<file path="src/rtl/rvx_board_input_conditioner_if.sv">
// Signal bundle between the board pins, the input conditioner and the SoC.
// The master side is the conditioner; the slave side drives the pins and consumes the results.
interface rvx_board_input_conditioner_if #(
    parameter int NUM_INPUTS = 4
);
    logic [NUM_INPUTS-1:0] raw_inputs;
    logic [NUM_INPUTS-1:0] debounced;
    logic [NUM_INPUTS-1:0] rise_pulse;
    logic [NUM_INPUTS-1:0] fall_pulse;
    logic                  soc_reset_n;
    logic                  clock_enable;

    modport master (
        input  raw_inputs,
        output debounced,
        output rise_pulse,
        output fall_pulse,
        output soc_reset_n,
        output clock_enable
    );

    modport slave (
        output raw_inputs,
        input  debounced,
        input  rise_pulse,
        input  fall_pulse,
        input  soc_reset_n,
        input  clock_enable
    );
endinterface

</file>
<file path="src/rtl/rvx_board_input_conditioner.sv">
// Board input conditioning: per-channel synchroniser + counter debouncer with edge pulses,
// a stretched SoC reset driven by one debounced button, and a clock-enable strobe.
module rvx_board_input_conditioner #(
    parameter int NUM_INPUTS        = 4,
    parameter int SYNC_STAGES       = 2,
    parameter int DEBOUNCE_CYCLES   = 1000000,
    parameter int RESET_INPUT_INDEX = 0,
    parameter int RESET_HOLD_CYCLES = 1024,
    parameter int CLOCK_DIVIDER     = 2
) (
    input  logic                          clock,
    input  logic                          reset_n,
    rvx_board_input_conditioner_if.master io
);

    localparam int DB_W   = $clog2(DEBOUNCE_CYCLES + 1);
    localparam int HOLD_W = $clog2(RESET_HOLD_CYCLES + 1);
    localparam int DIV_W  = (CLOCK_DIVIDER > 1) ? $clog2(CLOCK_DIVIDER) : 1;

    localparam logic [DB_W-1:0]   DB_LAST   = DB_W'(DEBOUNCE_CYCLES - 1);
    localparam logic [HOLD_W-1:0] HOLD_INIT = HOLD_W'(RESET_HOLD_CYCLES);
    localparam logic [DIV_W-1:0]  DIV_LAST  = DIV_W'(CLOCK_DIVIDER - 1);

    typedef enum logic [1:0] {
        ST_ASSERTED,
        ST_HOLD,
        ST_RELEASED
    } state_t;

    logic [SYNC_STAGES-1:0][NUM_INPUTS-1:0] sync_q;
    logic [NUM_INPUTS-1:0]                  synced;

    logic [DB_W-1:0]       db_cnt_q   [NUM_INPUTS];
    logic [DB_W-1:0]       db_cnt_nxt [NUM_INPUTS];
    logic [NUM_INPUTS-1:0] deb_q;
    logic [NUM_INPUTS-1:0] deb_nxt;
    logic [NUM_INPUTS-1:0] rise_q;
    logic [NUM_INPUTS-1:0] fall_q;

    state_t              state_q;
    state_t              state_nxt;
    logic [HOLD_W-1:0]   hold_q;
    logic [HOLD_W-1:0]   hold_nxt;
    logic                soc_rst_n_q;
    logic                btn;

    logic [DIV_W-1:0]    div_q;
    logic                ce_q;

    // Synchroniser stage: raw pins enter at index 0, the oldest sample is at the top.
    always_ff @(posedge clock or negedge reset_n) begin
        if (!reset_n) begin
            sync_q <= '0;
        end else begin
            sync_q <= {sync_q[SYNC_STAGES-2:0], io.raw_inputs};
        end
    end

    assign synced = sync_q[SYNC_STAGES-1];

    // Debounce stage: a change is accepted only after DEBOUNCE_CYCLES consecutive mismatches.
    always_comb begin
        deb_nxt = deb_q;
        for (int i = 0; i < NUM_INPUTS; i++) begin
            db_cnt_nxt[i] = '0;
            if (synced[i] != deb_q[i]) begin
                if (db_cnt_q[i] == DB_LAST) begin
                    deb_nxt[i] = synced[i];
                end else begin
                    db_cnt_nxt[i] = db_cnt_q[i] + DB_W'(1);
                end
            end
        end
    end

    always_ff @(posedge clock or negedge reset_n) begin
        if (!reset_n) begin
            for (int i = 0; i < NUM_INPUTS; i++) begin
                db_cnt_q[i] <= '0;
            end
            deb_q  <= '0;
            rise_q <= '0;
            fall_q <= '0;
        end else begin
            for (int i = 0; i < NUM_INPUTS; i++) begin
                db_cnt_q[i] <= db_cnt_nxt[i];
            end
            deb_q  <= deb_nxt;
            rise_q <= deb_nxt & ~deb_q;
            fall_q <= ~deb_nxt & deb_q;
        end
    end

    // Reset stretcher stage. The button is taken from the debouncer's next value so that
    // soc_reset_n reacts on the same edge the debounced level changes.
    assign btn = deb_nxt[RESET_INPUT_INDEX];

    always_comb begin
        state_nxt = state_q;
        hold_nxt  = hold_q;
        case (state_q)
            ST_ASSERTED: begin
                if (!btn) begin
                    state_nxt = ST_HOLD;
                    hold_nxt  = HOLD_INIT;
                end
            end
            ST_HOLD: begin
                hold_nxt = hold_q - HOLD_W'(1);
                if (btn) begin
                    state_nxt = ST_ASSERTED;
                end else if (hold_q <= HOLD_W'(1)) begin
                    state_nxt = ST_RELEASED;
                end
            end
            ST_RELEASED: begin
                if (btn) begin
                    state_nxt = ST_ASSERTED;
                end
            end
            default: begin
                state_nxt = ST_ASSERTED;
                hold_nxt  = HOLD_INIT;
            end
        endcase
    end

    always_ff @(posedge clock or negedge reset_n) begin
        if (!reset_n) begin
            state_q     <= ST_ASSERTED;
            hold_q      <= HOLD_INIT;
            soc_rst_n_q <= 1'b0;
        end else begin
            state_q     <= state_nxt;
            hold_q      <= hold_nxt;
            soc_rst_n_q <= (state_nxt == ST_RELEASED);
        end
    end

    // Clock-enable stage: free-running modulo counter, strobe registered on the wrap edge.
    always_ff @(posedge clock or negedge reset_n) begin
        if (!reset_n) begin
            div_q <= '0;
            ce_q  <= 1'b0;
        end else if (div_q == DIV_LAST) begin
            div_q <= '0;
            ce_q  <= 1'b1;
        end else begin
            div_q <= div_q + DIV_W'(1);
            ce_q  <= 1'b0;
        end
    end

    assign io.debounced    = deb_q;
    assign io.rise_pulse   = rise_q;
    assign io.fall_pulse   = fall_q;
    assign io.soc_reset_n  = soc_rst_n_q;
    assign io.clock_enable = ce_q;

endmodule

</file>
<file path="src/flat_wrapper.sv">
// flat-port wrapper written by rule: the top's interface ports become plain ports
module rvx_board_input_conditioner_flat 
#(
    parameter int NUM_INPUTS        = 4,
    parameter int SYNC_STAGES       = 2,
    parameter int DEBOUNCE_CYCLES   = 1000000,
    parameter int RESET_INPUT_INDEX = 0,
    parameter int RESET_HOLD_CYCLES = 1024,
    parameter int CLOCK_DIVIDER     = 2
)
  (clock, reset_n, io_raw_inputs, io_debounced, io_rise_pulse, io_fall_pulse, io_soc_reset_n, io_clock_enable);
  rvx_board_input_conditioner_if #(.NUM_INPUTS(NUM_INPUTS)) io_i ();
  input  logic clock;
  input  logic reset_n;
  input wire logic [$bits(io_i.raw_inputs)-1:0] io_raw_inputs;
  output wire logic [$bits(io_i.debounced)-1:0] io_debounced;
  output wire logic [$bits(io_i.rise_pulse)-1:0] io_rise_pulse;
  output wire logic [$bits(io_i.fall_pulse)-1:0] io_fall_pulse;
  output wire logic [$bits(io_i.soc_reset_n)-1:0] io_soc_reset_n;
  output wire logic [$bits(io_i.clock_enable)-1:0] io_clock_enable;
  assign io_i.raw_inputs = io_raw_inputs;
  assign io_debounced = io_i.debounced;
  assign io_rise_pulse = io_i.rise_pulse;
  assign io_fall_pulse = io_i.fall_pulse;
  assign io_soc_reset_n = io_i.soc_reset_n;
  assign io_clock_enable = io_i.clock_enable;
  rvx_board_input_conditioner #(.NUM_INPUTS(NUM_INPUTS), .SYNC_STAGES(SYNC_STAGES), .DEBOUNCE_CYCLES(DEBOUNCE_CYCLES), .RESET_INPUT_INDEX(RESET_INPUT_INDEX), .RESET_HOLD_CYCLES(RESET_HOLD_CYCLES), .CLOCK_DIVIDER(CLOCK_DIVIDER)) u_core (.clock(clock), .reset_n(reset_n), .io(io_i));
endmodule
</file>
<file path="config.mk">
export PLATFORM = sky130hd
export DESIGN_NAME = rvx_board_input_conditioner_flat
export DESIGN_NICKNAME = d
export VERILOG_FILES = /design/src/rtl/rvx_board_input_conditioner_if.sv /design/src/rtl/rvx_board_input_conditioner.sv /design/src/flat_wrapper.sv
export SDC_FILE = /design/constraint.sdc
export NUM_CORES = 1
export LEC_CHECK = 0
export CORE_UTILIZATION = 49
export DETAILED_ROUTE_END_ITERATION = 12
export GPL_ROUTABILITY_DRIVEN = 0
export PLACE_DENSITY = 0.66
export SLEW_MARGIN = 40
export SYNTH_ARGS = -nofsm -noshare
export SYNTH_HDL_FRONTEND = slang
export SYNTH_SLANG_ARGS = --single-unit
</file>
<file path="constraint.sdc">
create_clock -name clock -period 2.14 [get_ports clock]
set_input_delay 0.428 -clock clock [delete_from_list [all_inputs] [get_ports clock]]
set_output_delay 0.428 -clock clock [all_outputs]
set_load 0.1 [all_outputs]
</file>
# Word-level counts from Yosys, hierarchy flattened
# Cells that the tools add are included.
# totals
register_bits	116
out_inout_bits	14
# classes
n_reduce_logical	2
n_bitwise	5
mux	25
magnitude_cmp	1
n_addsub	6
n_eq_ne	12
# op_table
cell	count
20-bit 2-to-1 mux	8
20-bit by 1-bit adder with 20-bit output, second input constant	4
20-bit == test, second input constant	4
11-bit case mux with 3 select lines	1
11-bit by 1-bit <= comparator with 1-bit output, second input constant	1
11-bit 2-to-1 mux	1
11-bit by 1-bit subtractor with 11-bit output, second input constant	1
1-bit 2-to-1 mux	10
4-bit AND	2
2-bit 2-to-1 mux	4
4-bit NOT	2
2-bit case mux with 3 select lines	1
2-bit == test, second input constant	2
1-bit inequality test	4
2-bit by 1-bit == test with 1-bit output, second input constant	1
2-bit zero test	1
2-bit inequality test, second input constant	1
2-bit AND reduction	1
1-bit adder, second input constant	1
1-bit NOT	1

# Longest topological paths before layout
# Gate-level depths: netlist of run 1.
# logic_depth
word_depth	6
ltp_mapped	6

# Worst setup path before layout of run 1
# OpenSTA, ideal clock, no wires.
# synth_path
path_type	register to register
start	register u_core.deb_q[0] (netlist: u_core.io.debounced[0])
end	register u_core.db_cnt_q[65] (netlist bit)
path_stages_with_launch	6
required_ns	2.008
slack_ns	0.076
arrival_time_ns	1.932
path_buffers	2
cell_sequence	dfrtp_1 clkbuf_1 xor2_1 o21ai_1 clkbuf_1 nor2_1
# synth_lines
element	line_no	rtl
from (decl)	rvx_board_input_conditioner.sv:35	logic [NUM_INPUTS-1:0] deb_q;
from (signal assigned)	rvx_board_input_conditioner.sv:88	deb_q <= deb_nxt;
to (signal, indexed assignment)	rvx_board_input_conditioner.sv:86	db_cnt_q[i] <= db_cnt_nxt[i];
to (decl)	rvx_board_input_conditioner.sv:33	logic [DB_W-1:0] db_cnt_q [NUM_INPUTS];

==> results.py, run 1 <==
metrics = {
    "critical_path": {
        "crit_start": "u_core.db_cnt_q[60]",
        "cp_num_cells": 5,
        "r2r_end": "u_core.db_cnt_q[76]",
        "timing.critical_path.arrival_ns": 2.46,
        "cpMaxStageDelayCell": "or4_1",
        "crit_path_max_incr_delay_ns": 0.64,
        "crit_type": "reg2reg",
        "cp_cell_sequence": "ha_1, nand3_1, or4_1, or3_1, a21oi_1",
        "timing.critical_path.required_ns": 2.58,
        "critPathBufInv": 0,
        "regToRegSetupSlack_ns": 0.12,
        "setup.worst_path.start_class": "register",
        "crit_family": "simple AND/OR/NAND/NOR gates",
        "r2r-start": "u_core.db_cnt_q[60]",
        "worstSetupEndpointType": "register",
        "crit_path_max_fanout": 6,
        "ff2ff_path_depth": 5,
    },
    "logic_synthesis": {
        "number_of_flops_mapped_to_enable_cells_by_yosys": 0,
        "postSynthRegisterBits": 116,
        "synthArstFlopShare_pct": 100.0,
        "dominant_cell_type_by_area_after_synthesis": "dfrtp_1",
        "syn-num-nets": 551,
        "synth_top_cells_by_area": "dfrtp_1, xnor2_1, nor2_1",
        "synth-warning-count": 0,
        "synth_ff_type": "dfrtp_1",
        "yosysUniqueCellTypes": 44,
        "netlist.area_leader.share_pct": 52.14,
        "post_synth_instance_area_um2": 5519,
        "syn_avg_cell_area_um2": 10.24,
        "post_synthesis_instance_total": 539,
        "synth.yosys.seq_area_share_pct": 52.62,
    },
    "clock_network": {
        "path_clk_slew_ns": 0.06,
        "cts_tree": "done",
        "clk_root_buffer_cell": "clkbuf_8",
        "clock_latency_ns": 0.52,
        "htreeDepth": 4,
        "clock_tree.buffer_depth": 2,
        "cts.repair_timing.setup_buffer_count": 0,
        "clock_sinks": 116,
        "numCtsBuffers": 17,
    },
    "final_layout": {
        "flow.area_growth_from_synthesis_pct": 17.91,
        "num_antenna_cells": 0,
        "cell_area_after_layout_um2": 6507,
        "num-nets-final": 590,
        "final_cells": 731,
        "final_core_utilization_pct": 59.77,
        "post_route_cells_drive_above_1_share_pct": 14.38,
    },
    "detailed_routing": {
        "detailed_route_via_count": 4100,
        "detailedRoute.firstPassIterationCount": 4,
        "detail_route.wirelength_um": 10450,
        "wl_cell_um": 14.29,
        "drt_iter0_drc": 211,
        "detail_route.vias_per_cell": 5.609,
        "dr_drc_count": 0,
        "postRouteAntennaNets": 0,
    },
    "global_routing": {
        "first_global_vias": 3915,
        "initial_antenna_violation_count": 0,
        "grt_overflow": 0,
        "grt_start_max_net_pins": 49,
        "grt_pass1_wl_um": 17910,
        "grtUsageTotal_pct": 19.96,
    },
    "sta": {
        "report.final.slew_viol_count": 0,
        "clock_skew_ns": 0.006303,
        "timing.final.ws_setup_ns": 0.1206,
        "final.setup.tns_ns": 0,
        "hold_viol_final": 0,
        "setup_viol_count_final": 0,
        "min_period_over_period_pct": 94.37,
        "worst-slew-pin-transition_ns": 0.6045,
        "timing.max_slew.rel_slack_pct": 59.33,
        "worst_case_hold_slack_ns": 0.3489,
        "max_clock_freq_ghz": 0.4952,
        "setup_repair_after_global_routing_missed_its_margin": "false",
        "post-route-min-period_ns": 2.019,
    },
    "place": {
        "placedInstanceArea_um2": 5932,
        "buffer_ports.inserted": 19,
        "dpl_worst_slack_ns": 0.07236,
        "detailed_place_hpwl_um": 6928,
        "dp.cells": 698,
    },
    "hold_path": {
        "min_delay_worst_endpoint": "u_core.synced[2]",
        "timing.hold.worst.class": "reg2reg",
        "holdCritStartpoint": "u_core.sync_q[2]",
        "worstHoldPathCells": 0,
    },
    "power_and_ir_drop": {
        "report.power.total_mw": 4.948,
        "vdd_ir_drop_max_v": 0.0009541,
        "power_density_nw_per_um2": 760.3,
        "power.static_leakage_nw": 2.618,
    },
    "outcome": {
        "run_status": "finished, final reports clean",
    },
    "floorplanning": {
        "i_o_pin_cnt": 20,
        "floorplan.initialDensity_pct": 50.69,
        "core_region_area_um2": 10890,
        "fp.dieArea_um2": 11690,
        "chipWidth_um": 108.1,
        "std_cell_rows": 38,
        "floorplan.die.height_um": 108.1,
    },
    "flow_run": {
        "cap_violations": 0,
    },
}
layout make-up:
cell class / instances / area [um2]
Inverter: 21 / 78.83
Multi-Input combinational cell: 385 / 2491
Clock buffer: 19 / 431.7
Tap cell: 140 / 175.2
Fill cell: 894 / 4380
Clock inverter: 13 / 110.1
Timing Repair Buffer: 37 / 315.3
Sequential cell: 116 / 2905
sequential cells by signal, indices dropped and copies added (netlist names):
register,flops
u_core.db_cnt_q,80
u_core.hold_q,11
u_core.io.debounced,4
u_core.io.fall_pulse,4
u_core.io.rise_pulse,4
u_core.sync_q,4
u_core.synced,4
u_core.state_q,2
u_core.div_q,1
u_core.io.clock_enable,1
u_core.io.soc_reset_n,1
power breakdown:
| part | switching, mW | internal (mW) | leakage [nW] | total (mW) |
|---|---|---|---|---|
| clock network | 1.00 | 1.56 | 0.256 | 2.56 |
| registers | 0.0297 | 2.22 | 1.56 | 2.25 |
| logic | 0.0874 | 0.0500 | 0.807 | 0.137 |
synthesized netlist by cell type (all sizes together), types with 10 or more instances:
| master | number |
|---|---|
| nand3 | 31 |
| dfrtp | 115 |
| nand2b | 12 |
| clkbuf | 14 |
| nand2 | 25 |
| o32ai | 10 |
| a21oi | 24 |
| inv | 21 |
| nor3 | 14 |
| nor2 | 60 |
| xnor2 | 39 |
| nor4 | 13 |
| or4 | 19 |
| o21ai | 16 |
| nand4 | 16 |
| xor2 | 22 |
| or3 | 17 |
what timing repair did:
item	4_1_cts	5_1_grt
hold buffers	1	0
gates resized for setup	0	6
endpoints found under the hold margin	33	0
endpoints found under the setup margin	0	3
how the worst max path moves through the flow:
stage / endpoint
3_3_place_gp: u_core.db_cnt_q[58]
3_5_place_dp: u_core.db_cnt_q[18]
6_report: u_core.db_cnt_q[76]
2_1_floorplan: u_core.db_cnt_q[65]
4_1_cts: u_core.db_cnt_q[18]
5_1_grt: u_core.db_cnt_q[76]
kinds of logic after synthesis:
group                    synth area share (%)
XOR/XNOR                                9.680
flip-flops                              52.62
AO/OA/AOI/OAI                           8.388
buffers and inverters                   2.652
AND/OR/NAND/NOR                         24.69
multiplexers                           0.6121
adder cells (fa/ha/maj)                 1.360
routing by layer:
layer | vias to the layer above | wire length, um | GRT usage (%)
li1 | 2009 | - | -
met1 | 2013 | 5141 | 26.23
met2 | 64 | 4854 | 30.53
met3 | 14 | 324 | 7.595
met4 | 0 | 124 | 6.164
met5 | - | 0 | 0
cell usage in the layout, fill, tap and decap left out, types with 2 or more instances in the layout:
cell	n
and2_1	5
clkinv_2	5
clkbuf_16	16
nand2_1	25
nor3b_1	9
nor4b_1	4
clkbuf_8	2
nor4_1	13
nand3_1	29
nor2_1	60
mux2_2	3
nand4_1	15
o31ai_1	9
a21oi_1	24
or4_1	17
buf_12	2
o41ai_2	2
o32ai_1	10
ha_1	4
and4_1	4
or3_1	15
nand3b_1	2
xnor2_1	39
a31o_2	2
buf_4	30
and3_1	8
or3_2	2
or4_4	2
nand2b_1	12
o21ai_0	15
nor3_1	14
dfrtp_1	114
clkdlybuf4s50_1	4
inv_1	21
or2_2	4
xor2_1	22
clkinvlp_4	5
a211oi_1	2
Power figures use the tool's default switching activity.
==> run 2, diff against run 1 <==
- CTS_CLUSTER_SIZE: not set -> 24
- RECOVER_POWER: not set -> 100
- SLEW_MARGIN: 40 -> 10
==> run 2 against run 1 <==
Effect of this change:
- clock power hardly changed
- sequential power about the same
- clock-buffer cell count did not move
- hold slack about the same
- design area fell by 1.2%
- critical path type unchanged
==> results.py, run 2 (synthesis gave the netlist of run 1 again) <==
metrics = {
    "sta": {
        "clock_skew_ns": 0.006223,
        "post-route-min-period_ns": 2.025,
        "setup_viol_count_final": 0,
        "report.final.slew_viol_count": 0,
        "final.setup.tns_ns": 0,
        "hold_viol_final": 0,
        "worst_case_hold_slack_ns": 0.3489,
        "min_period_over_period_pct": 94.64,
        "max_clock_freq_ghz": 0.4938,
        "timing.max_slew.rel_slack_pct": 38.44,
        "worst-slew-pin-transition_ns": 0.9235,
        "setup_repair_after_global_routing_missed_its_margin": "false",
        "timing.final.ws_setup_ns": 0.1147,
    },
    "final_layout": {
        "num_antenna_cells": 0,
        "layout_top_registers": "u_core.db_cnt_q: 80 flops, u_core.hold_q: 11 flops",
        "final_core_utilization_pct": 59.04,
        "largest_register": "u_core.db_cnt_q",
        "num-nets-final": 590,
        "cell_area_after_layout_um2": 6429,
        "most-common-layout-cells": "dfrtp_1, nor2_1, xnor2_1, nand3_1, nand2_1",
        "final_cells": 731,
        "final_common_cell": "dfrtp_1",
        "post_route_cells_drive_above_1_share_pct": 13.54,
        "flow.area_growth_from_synthesis_pct": 16.48,
        "largest_register_ffs": 80,
    },
    "critical_path": {
        "crit_type": "reg2reg",
        "crit_path_max_fanout": 6,
        "worstSetupEndpointType": "register",
        "setup.worst_path.start_class": "register",
        "timing.critical_path.required_ns": 2.58,
        "timing.critical_path.arrival_ns": 2.46,
    },
    "detailed_routing": {
        "detail_route.vias_per_cell": 5.577,
        "wl_cell_um": 14.27,
        "postRouteAntennaNets": 0,
        "detail_route.wirelength_um": 10430,
        "dr_drc_count": 0,
        "detailed_route_via_count": 4077,
        "drt_iter0_drc": 191,
        "detailedRoute.firstPassIterationCount": 4,
    },
    "place": {
        "dp.cells": 698,
        "detailed_place_hpwl_um": 6928,
        "dpl_worst_slack_ns": 0.07236,
        "buffer_ports.inserted": 19,
        "placedInstanceArea_um2": 5932,
    },
    "floorplanning": {
        "chipWidth_um": 108.1,
        "i_o_pin_cnt": 20,
        "core_region_area_um2": 10890,
        "floorplan.die.height_um": 108.1,
        "floorplan.initialDensity_pct": 50.69,
        "std_cell_rows": 38,
        "fp.dieArea_um2": 11690,
    },
    "hold_path": {
        "timing.hold.worst.class": "reg2reg",
    },
    "outcome": {
        "run_status": "finished, final reports clean",
    },
    "global_routing": {
        "first_global_vias": 3915,
        "grtUsageTotal_pct": 19.96,
        "initial_antenna_violation_count": 0,
        "grt_overflow": 0,
        "grt_start_max_net_pins": 49,
        "grt_pass1_wl_um": 17910,
    },
    "power_and_ir_drop": {
        "vdd_ir_drop_max_v": 0.0009540,
        "report.power.total_mw": 4.940,
        "power.net_switching_mw": 1.117,
        "power.static_leakage_nw": 2.587,
        "clkPwrFrac_pct": 51.8,
        "power.sequential.fraction_pct": 45.6,
        "comb_power_share_pct": 2.6,
        "power_density_nw_per_um2": 768.4,
        "power.internal_mw": 3.822,
        "net_switching_share_of_the_total_power_pct": 22.62,
    },
    "clock_network": {
        "clock_sinks": 116,
        "cts.repair_timing.setup_buffer_count": 0,
        "clk_root_buffer_cell": "clkbuf_8",
        "htreeDepth": 4,
        "path_clk_slew_ns": 0.06,
        "cts_tree": "done",
        "clock_latency_ns": 0.52,
        "numCtsBuffers": 17,
        "clock_tree.buffer_depth": 2,
    },
    "flow_run": {
        "cap_violations": 0,
    },
}
-- run 2: power groups by stage --
stage,Combinational [mW],Sequential [mW],Clock (mW)
final,0.129,2.25,2.56
after global routing,0.152,2.25,2.74
after CTS,0.140,2.25,2.62
after detailed placement,0.137,2.29,0
after global placement,0.136,2.28,0
after floorplan,0.0531,2.28,0
-- run 2: cell type report --
class                   count  area [um2]
flip-flops and latches    116        2905
clock buffers              19       431.7
well taps                 140       175.2
inverters                  21       78.83
clock inverters            13       110.1
multi-input cells         385        2476
repair buffers             37       251.5
fillers                   909        4459
-- run 2: worst max-delay path: stages (launching register included) --
cell	delay, ns
dfrtp_1	0.40
ha_1	0.23
nand3_1	0.11
or4_1	0.64
or3_1	0.38
a21oi_1	0.17
-- run 2: repair_timing --
action,CTS,global route
hold buffers,1,0
endpoints found under the setup margin,0,3
endpoints found under the hold margin,33,0
resized for setup,0,6
-- run 2: worst paths after layout --
check / start / endpoint / slack, ns / cells after the start
max in group asynchronous: reset_n / u_core.hold_q[10] / 0.80 / 3
worst max-delay path: u_core.db_cnt_q[60] / u_core.db_cnt_q[76] / 0.11 / 5
worst max register to register: u_core.db_cnt_q[60] / u_core.db_cnt_q[76] / 0.11 / 5
worst min register to register: u_core.sync_q[2] / u_core.synced[2] / 0.35 / 0
min in group asynchronous: reset_n / u_core.db_cnt_q[53] / 0.58 / 2
worst min-delay path: u_core.sync_q[2] / u_core.synced[2] / 0.35 / 0
-- run 2: per-layer routing --
| metal | global-route usage (%) | wire (um) |
|---|---|---|
| met2 | 30.53 | 4860 |
| met1 | 26.23 | 5157 |
| met5 | 0 | 0 |
| met4 | 6.164 | 115 |
| met3 | 7.595 | 294 |
